<file path="config.mk">
export PLATFORM = sky130hd
export DESIGN_NAME = adder_rr_arbiter
export DESIGN_NICKNAME = d
export VERILOG_FILES = /design/src/rtl/adder_rr_arbiter.sv
export SDC_FILE = /design/constraint.sdc
export NUM_CORES = 1
export LEC_CHECK = 0
export BUFFER_PORTS_ARGS = -buffer_cell sky130_fd_sc_hd__buf_2
export CAP_MARGIN = 0
export CORE_MARGIN = 3
export CORE_UTILIZATION = 48
export CTS_CLUSTER_DIAMETER = 100
export CTS_CLUSTER_SIZE = 30
export DETAILED_ROUTE_END_ITERATION = 8
export PLACE_DENSITY = 0.73
export RECOVER_POWER = 100
export SLEW_MARGIN = 30
export SYNTH_ARGS = -nofsm -noshare
export SYNTH_HDL_FRONTEND = slang
export SYNTH_SLANG_ARGS = --single-unit
</file>
<file path="constraint.sdc">
create_clock -name clk -period 1.65 [get_ports clk]
set_clock_uncertainty 0.05 [all_clocks]
set_input_delay 0.165 -clock clk [delete_from_list [all_inputs] [get_ports clk]]
set_output_delay 0.165 -clock clk [all_outputs]
set_load 0.005 [all_outputs]
</file>
<file path="src/rtl/adder_rr_arbiter.sv">
// One unsigned W-bit adder shared by two requesters under round-robin arbitration.
// Each channel gets a registered grant, a one-cycle done pulse and a held (W+1)-bit result.
module adder_rr_arbiter #(
    parameter int W = 3
) (
    input  logic         clk,
    input  logic         rst_n,
    input  logic         req0,
    input  logic [W-1:0] a0,
    input  logic [W-1:0] b0,
    input  logic         req1,
    input  logic [W-1:0] a1,
    input  logic [W-1:0] b1,
    output logic         gnt0,
    output logic         gnt1,
    output logic         done0,
    output logic         done1,
    output logic [W:0]   sum0,
    output logic [W:0]   sum1,
    output logic         busy
);

    typedef enum logic [1:0] {
        S_IDLE = 2'd0,
        S_CALC = 2'd1,
        S_DONE = 2'd2
    } state_t;

    state_t         r_state;
    state_t         w_state_nxt;
    logic           r_ptr;
    logic           r_owner;
    logic [W-1:0]   r_op_a;
    logic [W-1:0]   r_op_b;
    logic [W:0]     r_res;
    logic           r_gnt0;
    logic           r_gnt1;
    logic           r_done0;
    logic           r_done1;
    logic [W:0]     r_sum0;
    logic [W:0]     r_sum1;
    logic           r_busy;
    logic           w_any_req;
    logic           w_win;

    function automatic logic [W:0] add_ext(input logic [W-1:0] x, input logic [W-1:0] y);
        return {1'b0, x} + {1'b0, y};
    endfunction

    always_comb begin
        w_any_req   = req0 | req1;
        // Pointer only matters on a tie; a lone requester always wins
        w_win       = (req0 & req1) ? r_ptr : req1;
        w_state_nxt = r_state;
        case (r_state)
            S_IDLE:  if (w_any_req) w_state_nxt = S_CALC;
            S_CALC:  w_state_nxt = S_DONE;
            S_DONE:  w_state_nxt = S_IDLE;
            default: w_state_nxt = S_IDLE;
        endcase
    end

    always_ff @(posedge clk or negedge rst_n) begin
        if (!rst_n) r_state <= S_IDLE;
        else        r_state <= w_state_nxt;
    end

    always_ff @(posedge clk or negedge rst_n) begin
        if (!rst_n) begin
            r_ptr   <= 1'b0;
            r_owner <= 1'b0;
            r_op_a  <= '0;
            r_op_b  <= '0;
            r_res   <= '0;
            r_gnt0  <= 1'b0;
            r_gnt1  <= 1'b0;
            r_done0 <= 1'b0;
            r_done1 <= 1'b0;
            r_sum0  <= '0;
            r_sum1  <= '0;
            r_busy  <= 1'b0;
        end else begin
            r_done0 <= 1'b0;
            r_done1 <= 1'b0;
            case (r_state)
                // Grant stage: capture winner and its operands
                S_IDLE: begin
                    if (w_any_req) begin
                        r_owner <= w_win;
                        r_op_a  <= w_win ? a1 : a0;
                        r_op_b  <= w_win ? b1 : b0;
                        r_gnt0  <= ~w_win;
                        r_gnt1  <= w_win;
                        r_busy  <= 1'b1;
                    end else begin
                        r_gnt0  <= 1'b0;
                        r_gnt1  <= 1'b0;
                        r_busy  <= 1'b0;
                    end
                end
                // Add stage
                S_CALC: r_res <= add_ext(r_op_a, r_op_b);
                // Completion stage: publish result, hand priority to the other channel
                S_DONE: begin
                    if (r_owner) begin
                        r_sum1  <= r_res;
                        r_done1 <= 1'b1;
                    end else begin
                        r_sum0  <= r_res;
                        r_done0 <= 1'b1;
                    end
                    r_ptr <= ~r_owner;
                end
                default: ;
            endcase
        end
    end

    assign gnt0  = r_gnt0;
    assign gnt1  = r_gnt1;
    assign done0 = r_done0;
    assign done1 = r_done1;
    assign sum0  = r_sum0;
    assign sum1  = r_sum1;
    assign busy  = r_busy;

endmodule

</file>
==> impl.org, run 1 <==
** Run status
- Run status :: complete, no violations

** Detailed routing
- Detailed routing inserted a total of 831 vias.
- In the routed layout, each cell is associated on average with a via count of 5.161.
- After detailed routing, the total wire length is 2019 µm.
- Number of nets with antenna violations after detailed routing :: 0
- Drc violations :: 0
- The first routing iteration left 6 violations.
- Length of the first detailed-routing pass in iterations :: 4
- Routed length per placed instance :: 12.54 µm

** GRT
- Total Routing Usage GR :: 14.53%
- First-pass GRT wire length :: 3498 µm
- Grt ovf :: 0
- Number of global-route vias before repair :: 822
- The number of antenna violations at the first check in global routing was 0.
- Entering global routing, the biggest net connects 28 pins.

** STA
- Setup violators final :: 0
- RSZ-0062 raised after global routing :: false
- Measured against its own limit, the worst slew margin works out to 56.99%.
- Final hold viol count :: 0
- In the final timing run, aggregate negative setup slack is 0 ns.
- Worst hold slack :: 0.03039 ns
- After layout, the worst path uses 88.29% of the clock period.
- Based on the critical path, the design can be clocked at up to 686.4 MHz.
- Tightest Pin Transition :: 0.6452 ns
- Final critical-path required period :: 1.457 ns
- Max-slew violation count :: 0

** Logic synthesis
- Fraction of the yosys area taken by sequential cells :: 57.39%
- Number of standard cells after synthesis :: 103
- Summing every instance area after synthesis gives 0.001177 mm².
- Count of cell types in the netlist :: 24
- Counting every net in the synthesized netlist gives 123.
- Counting flops and latches in the post-synthesis netlist gives 27.
- Mapped Avg Cell Area :: 11.43 µm²
- Warnings from Yosys :: 0

** Setup path
- Register-to-register path setup slack :: 0.19 ns
- For the worst flop-to-flop path, the logic depth is 3.
- At the worst endpoint, the required time is 1.82 ns.
- In this run the worst path has a maximum fanout of 5.
- Crit end category :: flop
- In this run the critical register-to-register path is launched from r_state[0]$_DFFE_PN0P_.
- The endpoint identified for the worst register-to-register timing path is sum0[0]$_DFFE_PN0P_.
- STA classifies the critical path startpoint as a flop.
- The most critical setup path has its startpoint at r_state[0]$_DFFE_PN0P_.
- Data arrival, critical path :: 1.63 ns
- Type of the setup path with the least slack :: reg -> reg

** Min path
- The startpoint identified for the worst hold timing path is b0[0].
- Endpoint of the worst hold path :: r_op_b[0]$_DFFE_PN0P_
- Worst hold stages :: 3
- The worst hold path belongs to the class in -> reg.

** Power
- The design draws 2.457 mW.
- Summed over all cells, the static leakage comes to 0.6592 nW.
- For this design the ratio of total power to cell area is 1818 mW/mm².
- Across the VDD grid, the largest voltage drop is 0.9154 mV.

** Floorplan
- Area of the core :: 0.002276 mm²
- The die is 55.53 µm wide.
- Effective utilization at floorplan :: 51.73%
- Area of the die :: 0.003083 mm²
- In this run the core area contains 17 standard-cell rows.
- Vert. Die Dim :: 55.53 µm
- Count of pins on the block boundary :: 29

** Placed design
- GP Congestion :: 0.7040
- Count of input and output buffers :: 28
- Half-perimeter wire length after placement :: 1628 µm

** Layout
- Commonest cells after routing, fill and taps aside :: sky130_fd_sc_hd__dfrtp_1 (27), sky130_fd_sc_hd__buf_2 (21), sky130_fd_sc_hd__o21ai_0 (9)
- The post-route netlist has 27.07% of its cells at a drive strength greater than 1.
- The library cell used most frequently in the layout, excluding fill and tap cells, is sky130_fd_sc_hd__dfrtp_1.
- Summing all flip-flop and latch instances after layout gives 675.6 µm².
- The repair_antennas step left the layout with diodes totalling 0.
- Compared with the post-synthesis result, the final layout area differs by 14.77%.
- The multi-input combinational cells in the finished layout cover a total of 434.2 µm².
- Net count reported at finish :: 154
- Final core utilization :: 59.37%
- Total of fill cells in the finished design :: 197

** Flow run
- Max-cap check violation count :: 0

** Clock tree
- Clock insertion delay at the later pin of the skew report :: 0.33 ns
- Clock tree root buffer cell :: sky130_fd_sc_hd__clkbuf_4
- Buffers inserted to repair hold after CTS numbered 1.
- Number of buffers created by CTS :: 3
- CTS clock-pin slew for the worst setup and hold paths :: 0.15 ns
- In this run the number of H-tree levels came out at 1.
- Post_cts resized :: 0
- Number of buffers inserted to repair setup after CTS :: 0
- The clock passes through at most 2 buffers.
- Clk sink count :: 27
- TritonCTS built the clock tree.
-- report_power, final --
part	switching, mW	internal (mW)	leakage, nW
clock network	0.196	0.0927	0.0139
registers	0.183	0.980	0.324
logic	0.508	0.498	0.321
total	0.887	1.57	0.659
-- stage by stage --
stage                     instances  worst slack, ns  cell area, µm²
after floorplan                 103           0.3450            1177
after global placement          156           0.3252            1321
after detailed placement        156           0.2742            1321
after CTS                       161           0.2531            1361
after global routing            161          0.09534            1351
final                           161           0.1932            1351
-- flip-flops by register name, summed over array words and instances, names as in the netlist, 2 cells and up --
name / cells
r_state: 2
sum1: 4
sum0: 4
r_res: 4
r_op_b: 3
r_op_a: 3
-- critical path: stages (launching register included) --
cell,delay (ns)
sky130_fd_sc_hd__dfrtp_1,0.43
sky130_fd_sc_hd__nor2b_1,0.18
sky130_fd_sc_hd__and2_0,0.32
sky130_fd_sc_hd__mux2_2,0.37
-- cells in the mapped netlist --
master | number | share of area [%]
sky130_fd_sc_hd__xor2_1 | 1 | 0.74
sky130_fd_sc_hd__fa_1 | 1 | 1.7
sky130_fd_sc_hd__a22o_1 | 1 | 0.74
sky130_fd_sc_hd__nand3_1 | 6 | 2.6
sky130_fd_sc_hd__mux2_2 | 8 | 7.7
sky130_fd_sc_hd__clkbuf_2 | 1 | 0.42
sky130_fd_sc_hd__and2_4 | 1 | 0.74
sky130_fd_sc_hd__a21o_1 | 2 | 1.3
sky130_fd_sc_hd__buf_6 | 3 | 2.9
sky130_fd_sc_hd__or2_2 | 1 | 0.53
sky130_fd_sc_hd__dfrtp_1 | 27 | 57
sky130_fd_sc_hd__inv_1 | 7 | 2.2
sky130_fd_sc_hd__nand2_1 | 8 | 2.6
sky130_fd_sc_hd__nor2b_1 | 2 | 1.1
sky130_fd_sc_hd__a21oi_1 | 8 | 3.4
sky130_fd_sc_hd__o22ai_1 | 1 | 0.53
sky130_fd_sc_hd__nand2b_1 | 2 | 1.1
sky130_fd_sc_hd__o21a_1 | 1 | 0.64
sky130_fd_sc_hd__a31oi_1 | 6 | 3.2
sky130_fd_sc_hd__ha_1 | 3 | 3.2
sky130_fd_sc_hd__or2_1 | 1 | 0.53
sky130_fd_sc_hd__o21ai_0 | 9 | 3.8
sky130_fd_sc_hd__nor2_1 | 2 | 0.64
sky130_fd_sc_hd__and2_1 | 1 | 0.53
-- per-layer routing --
| layer | global-route usage, % | vias up | part of all wire (%) |
|---|---|---|---|
| met1 | 17.64 | 382 | 45 |
| met4 | 7.292 | 0 | 1.3 |
| met5 | 0 | - | 0 |
| met3 | 3.271 | 4 | 5.7 |
| met2 | 24.16 | 29 | 48 |
| li1 | - | 416 | - |
-- final cells by class --
| type | count | share of cell area, % |
|---|---|---|
| clock inverter | 1 | 0.5556 |
| clock buffer | 3 | 1.667 |
| inverter | 7 | 1.944 |
| multi-input combinational | 65 | 32.13 |
| sequential | 27 | 50.00 |
| timing repair buffer | 30 | 11.11 |
| tap | 28 | 2.593 |
-- cell families after synthesis --
logic type	Yosys count	synth area share, %
DFF	27	57.39
adders and majority gates	4	4.889
AOI/OAI and AO/OA	28	13.60
xor gates and xnor gates	1	0.7440
buffers and inverters	11	5.526
muxes	8	7.652
and+or+nand+nor	24	10.20
-- how the worst max path moves through the flow --
| stage | depth (start not counted) | endpoint | slack, ns |
|---|---|---|---|
| floorplan | 4 | sum0[0]$_DFFE_PN0P_ | 0.35 |
| global placement | 3 | sum0[2]$_DFFE_PN0P_ | 0.33 |
| detailed placement | 3 | sum0[1]$_DFFE_PN0P_ | 0.27 |
| CTS | 3 | sum0[0]$_DFFE_PN0P_ | 0.25 |
| global route | 3 | sum0[0]$_DFFE_PN0P_ | 0.1 |
| finish | 3 | sum0[0]$_DFFE_PN0P_ | 0.19 |
(Power assumes the default switching activity.)
==> run 2, diff against run 1 <==
--- a/config.mk
+++ b/config.mk
@@ -5,6 +5,7 @@
 export SDC_FILE = /design/constraint.sdc
 export NUM_CORES = 1
 export LEC_CHECK = 0
+export ABC_AREA = 1
 export BUFFER_PORTS_ARGS = -buffer_cell sky130_fd_sc_hd__buf_2
 export CAP_MARGIN = 0
 export CORE_MARGIN = 3
@@ -12,7 +13,7 @@
 export CTS_CLUSTER_DIAMETER = 100
 export CTS_CLUSTER_SIZE = 30
 export DETAILED_ROUTE_END_ITERATION = 8
-export PLACE_DENSITY = 0.73
+export PLACE_DENSITY = 0.72
 export RECOVER_POWER = 100
 export SLEW_MARGIN = 30
 export SYNTH_ARGS = -nofsm -noshare
==> impl.org, run 2 <==
** STA
- Fmax :: 712.6 MHz
- The worst path uses 85.05% of the clock period.
- Relative slew slack :: 58.18%
- The hold violation count in the final report is 0.
- The total count of max-transition violations in the final report came to 0.
- Setup repair after global routing left no endpoint under its margin.
- At the pin with the least slew margin, the transition time is 0.6273 ns.
- Final critical-path required period :: 1.403 ns
- Minimum setup slack in the final design :: 0.2466 ns
- Setup violators final :: 0
- Setup TNS after final layout :: 0 ns

** Detailed routing
- Drc violations :: 0
- Dividing the detail-routed wire length by the instance count gives 10.17 µm.
- Total number of vias :: 896
- The routed design has 2013 µm of wire.
- Length of the first detailed-routing pass in iterations :: 4
- Violation count after the first detailed-route iteration :: 11
- Vias per inst :: 4.525
- In this run the remaining antenna-violating nets after routing total 0.

** Layout
- Commonest non-fill, non-tap cell in the layout :: sky130_fd_sc_hd__nand2_1
- Net count reported at finish :: 191
- Commonest cells after routing, fill and taps aside :: sky130_fd_sc_hd__nand2_1 (40), sky130_fd_sc_hd__dfrtp_1 (27), sky130_fd_sc_hd__inv_1 (23), sky130_fd_sc_hd__buf_2 (23), sky130_fd_sc_hd__nand3_1 (15)
- Cells fill 60.32% of the core in the end.
- 0 antenna diodes ended up in the layout.
- Footprint of the multi-input gates :: 421.7 µm²
- Across the whole layout, storage elements account for 675.6 µm².
- Of the cells placed in the final design, the portion with a size suffix greater than 1 is 21.18%.
- Total of fill cells in the finished design :: 216
- Area grow syn2layout :: 13.71%

** GRT
- Grt ovf :: 0
- For met2 alone, demand over resource in global routing was 23.93%.
- Number of antenna violations at the first check in global routing :: 0
- Met3 global-route usage :: 2.299%
- First-pass GRT wire length :: 3567 µm
- Met1 routing resource usage after global routing :: 17.16%
- Entering global routing, the biggest net connects 28 pins.
- Global routing consumed, over all layers together, 14.08% of the routing resources.
- Highest-utilization routing layer at the global route stage :: met2
- The number of global-route vias before repair was 860.

** Floorplan
- From left edge to right edge, the die measures 56.85 µm.
- Cell row count :: 17
- Area of the core :: 0.002340 mm²
- The die covers 0.003232 mm².
- Effective utilization at floorplan :: 53.05%
- Vert. Die Dim :: 56.85 µm
- Count of pins on the block boundary :: 29

** Setup path
- Of all nets on the critical path, the largest fanout is 2.
- Critical-path cell with the highest stage delay :: sky130_fd_sc_hd__dfrtp_1
- STA classifies the critical path endpoint as a flop.
- Together, buffers and inverters on the worst path number 1.
- On the worst path, the slowest cell contributes a delay of 0.39 ns.
- Walking the worst path, the cells encountered are ha_1 -> inv_1 -> fa_1 -> xor2_1 -> o21ai_0.
- Worst path top cell family by delay :: adder cells
- Data required time at the worst endpoint :: 1.85 ns
- Nature of the critical path startpoint :: flop
- Data on the critical path arrives at its endpoint at 1.60 ns.
- Type of the setup path with the least slack :: reg -> reg

** Logic synthesis
- Number of register bits inferred by synthesis :: 27
- Mapped Avg Cell Area :: 8.994 µm²
- Of the post-synthesis cell area, the dominant cell type holds 54.44%.
- Yosys mapped a number of flops with a built-in enable equal to 0.
- After Yosys synthesis, full adders, half adders and majority gates account for 4.637% of the synthesized area.
- Cell types with the highest counts after synthesis :: sky130_fd_sc_hd__nand2_1 (38), sky130_fd_sc_hd__dfrtp_1 (27), sky130_fd_sc_hd__inv_1 (21)
- Simple-Gate Fraction of Synth Area :: 24.60%
- Xor/xnor cell area share of the yosys netlist :: 0.7056%
- After synthesis the cells add up to 0.001241 mm².
- Post-synthesis net count :: 158
- Summing the areas of all compound-gate instances in the mapped netlist gives 6.351% of the synthesized area.
- The Yosys step of the flow raised 0 warnings.
- Number of standard cells after synthesis :: 138
- Of the synthesized area, sequential elements account for 54.44%.
- In the synthesized netlist, mux cells make up 0% of the area.
- Count of cell types in the netlist :: 21
- In the post-synthesis netlist, the cell with the most instances is sky130_fd_sc_hd__nand2_1.
- In the post-synthesis netlist, the biggest area contributors are sky130_fd_sc_hd__dfrtp_1 (54%), sky130_fd_sc_hd__nand2_1 (11%), sky130_fd_sc_hd__inv_1 (6.4%).
- The most used flip-flop cell after synthesis is sky130_fd_sc_hd__dfrtp_1.
- Async set-reset flop share out of synthesis :: 100.0%
- Cell taking the most area after synthesis :: sky130_fd_sc_hd__dfrtp_1
- After synthesis, the largest family of logic cells by area is simple AND/OR/NAND/NOR gates.

** Clock tree
- Clock-pin slew was measured on the worst setup and hold paths at 0.13 ns.
- After clock tree synthesis, the setup repair step added 0 buffers.
- Largest buffer count on any clock path :: 2
- Clock insertion delay at the later pin of the skew report :: 0.32 ns
- Post_cts resized :: 0
- In this run the number of H-tree levels came out at 1.
- The root buffer cell chosen for the clock tree is sky130_fd_sc_hd__clkbuf_4.
- Post-CTS Hold Buffers :: 1
- The tree built by TritonCTS fans out to 27 sinks.
- TritonCTS built the clock tree.
- Number of buffers created by CTS :: 3

** Flow run
- Max-cap check violation count :: 0

** Power
- Leakage power :: 0.8059 nW
- VDD sags by at most 0.8072 mV.
- Power comes to 2.358 mW.
- Power per standard cell area :: 1671 mW/mm²

** Run status
- Run status :: complete, no violations

** Placed design
- During placement, the flow inserted port buffers numbering 28.
- Half-perimeter wire length after placement :: 1546 µm
- GP Congestion :: 0.7313
- At the placement stage, the worst setup path has a slack of 0.3035 ns.

** Min path
- Tightest Hold Check Type :: in -> reg
[run 2: cell count changes after synthesis, moves of 3 or more]
cell,change
sky130_fd_sc_hd__a21oi_1,-6
sky130_fd_sc_hd__a31oi_1,-6
sky130_fd_sc_hd__buf_6,-3
sky130_fd_sc_hd__inv_1,+14
sky130_fd_sc_hd__inv_2,+6
sky130_fd_sc_hd__mux2_2,-8
sky130_fd_sc_hd__nand2_1,+30
sky130_fd_sc_hd__nand2_2,+3
sky130_fd_sc_hd__nand3_1,+8
sky130_fd_sc_hd__o21ai_0,-8
sky130_fd_sc_hd__o21ai_1,+11
[run 2: area by class of cell]
| cell class | instances | area share (%) |
|---|---|---|
| flip-flops and latches | 27 | 47.87 |
| inverters | 28 | 7.624 |
| well taps | 28 | 2.482 |
| repair buffers | 29 | 10.28 |
| clock buffers | 4 | 1.862 |
| multi-input cells | 82 | 29.88 |
[run 2: per-layer routing]
| metal | share of wire, % | wire length [µm] |
|---|---|---|
| met1 | 45 | 901 |
| met2 | 46 | 934 |
| met3 | 6.5 | 131 |
| met4 | 2.3 | 46 |
| met5 | 0 | 0 |
[run 2: worst min-delay path, cell delays in order]
cell                      delay, ns
sky130_fd_sc_hd__buf_2         0.07
sky130_fd_sc_hd__inv_1         0.03
sky130_fd_sc_hd__nand2_1       0.05
sky130_fd_sc_hd__nand3_1       0.06
sky130_fd_sc_hd__nand2_1       0.05
[run 2: kinds of logic (layout without fill, tap and decap cells)]
group | Yosys count | count (layout)
and+or+nand+nor | 62 | 62
buffers and inverters | 29 | 61
DFF | 27 | 27
AOI/OAI and AO/OA | 15 | 15
adders and majority gates | 4 | 4
xor gates and xnor gates | 1 | 1
[run 2: metrics by stage]
stage / instances / cell area, µm² / hold WS, ns
6_report: 198 / 1411 / 0.08477
5_1_grt: 198 / 1411 / 0.1171
4_1_cts: 198 / 1445 / 0.08481
3_5_place_dp: 193 / 1409 / 0.1430
3_3_place_gp: 193 / 1409 / 0.1343
2_1_floorplan: 138 / 1241 / -0.1806
[run 2: power breakdown]
part	internal, mW	switching (mW)	leakage [nW]
logic	0.384	0.594	0.454
clock network	0.0947	0.179	0.0150
registers	0.959	0.149	0.337
[run 2: final timing paths]
path | start | to | slack [ns] | cells past startpoint
worst min-delay path | b0[0] | r_op_b[0]$_DFFE_PN0P_ | 0.08 | 5
worst min register to register | gnt1$_DFFE_PN0N_ | gnt1$_DFFE_PN0N_ | 0.44 | 2
worst max register to register | r_op_b[0]$_DFFE_PN0P_ | r_res[2]$_DFFE_PN0N_ | 0.25 | 5
worst max-delay path | r_op_b[0]$_DFFE_PN0P_ | r_res[2]$_DFFE_PN0N_ | 0.25 | 5
min in group asynchronous | rst_n | sum1[0]$_DFFE_PN0P_ | 0.32 | 2
max in group asynchronous | rst_n | r_op_b[2]$_DFFE_PN0P_ | 0.83 | 2
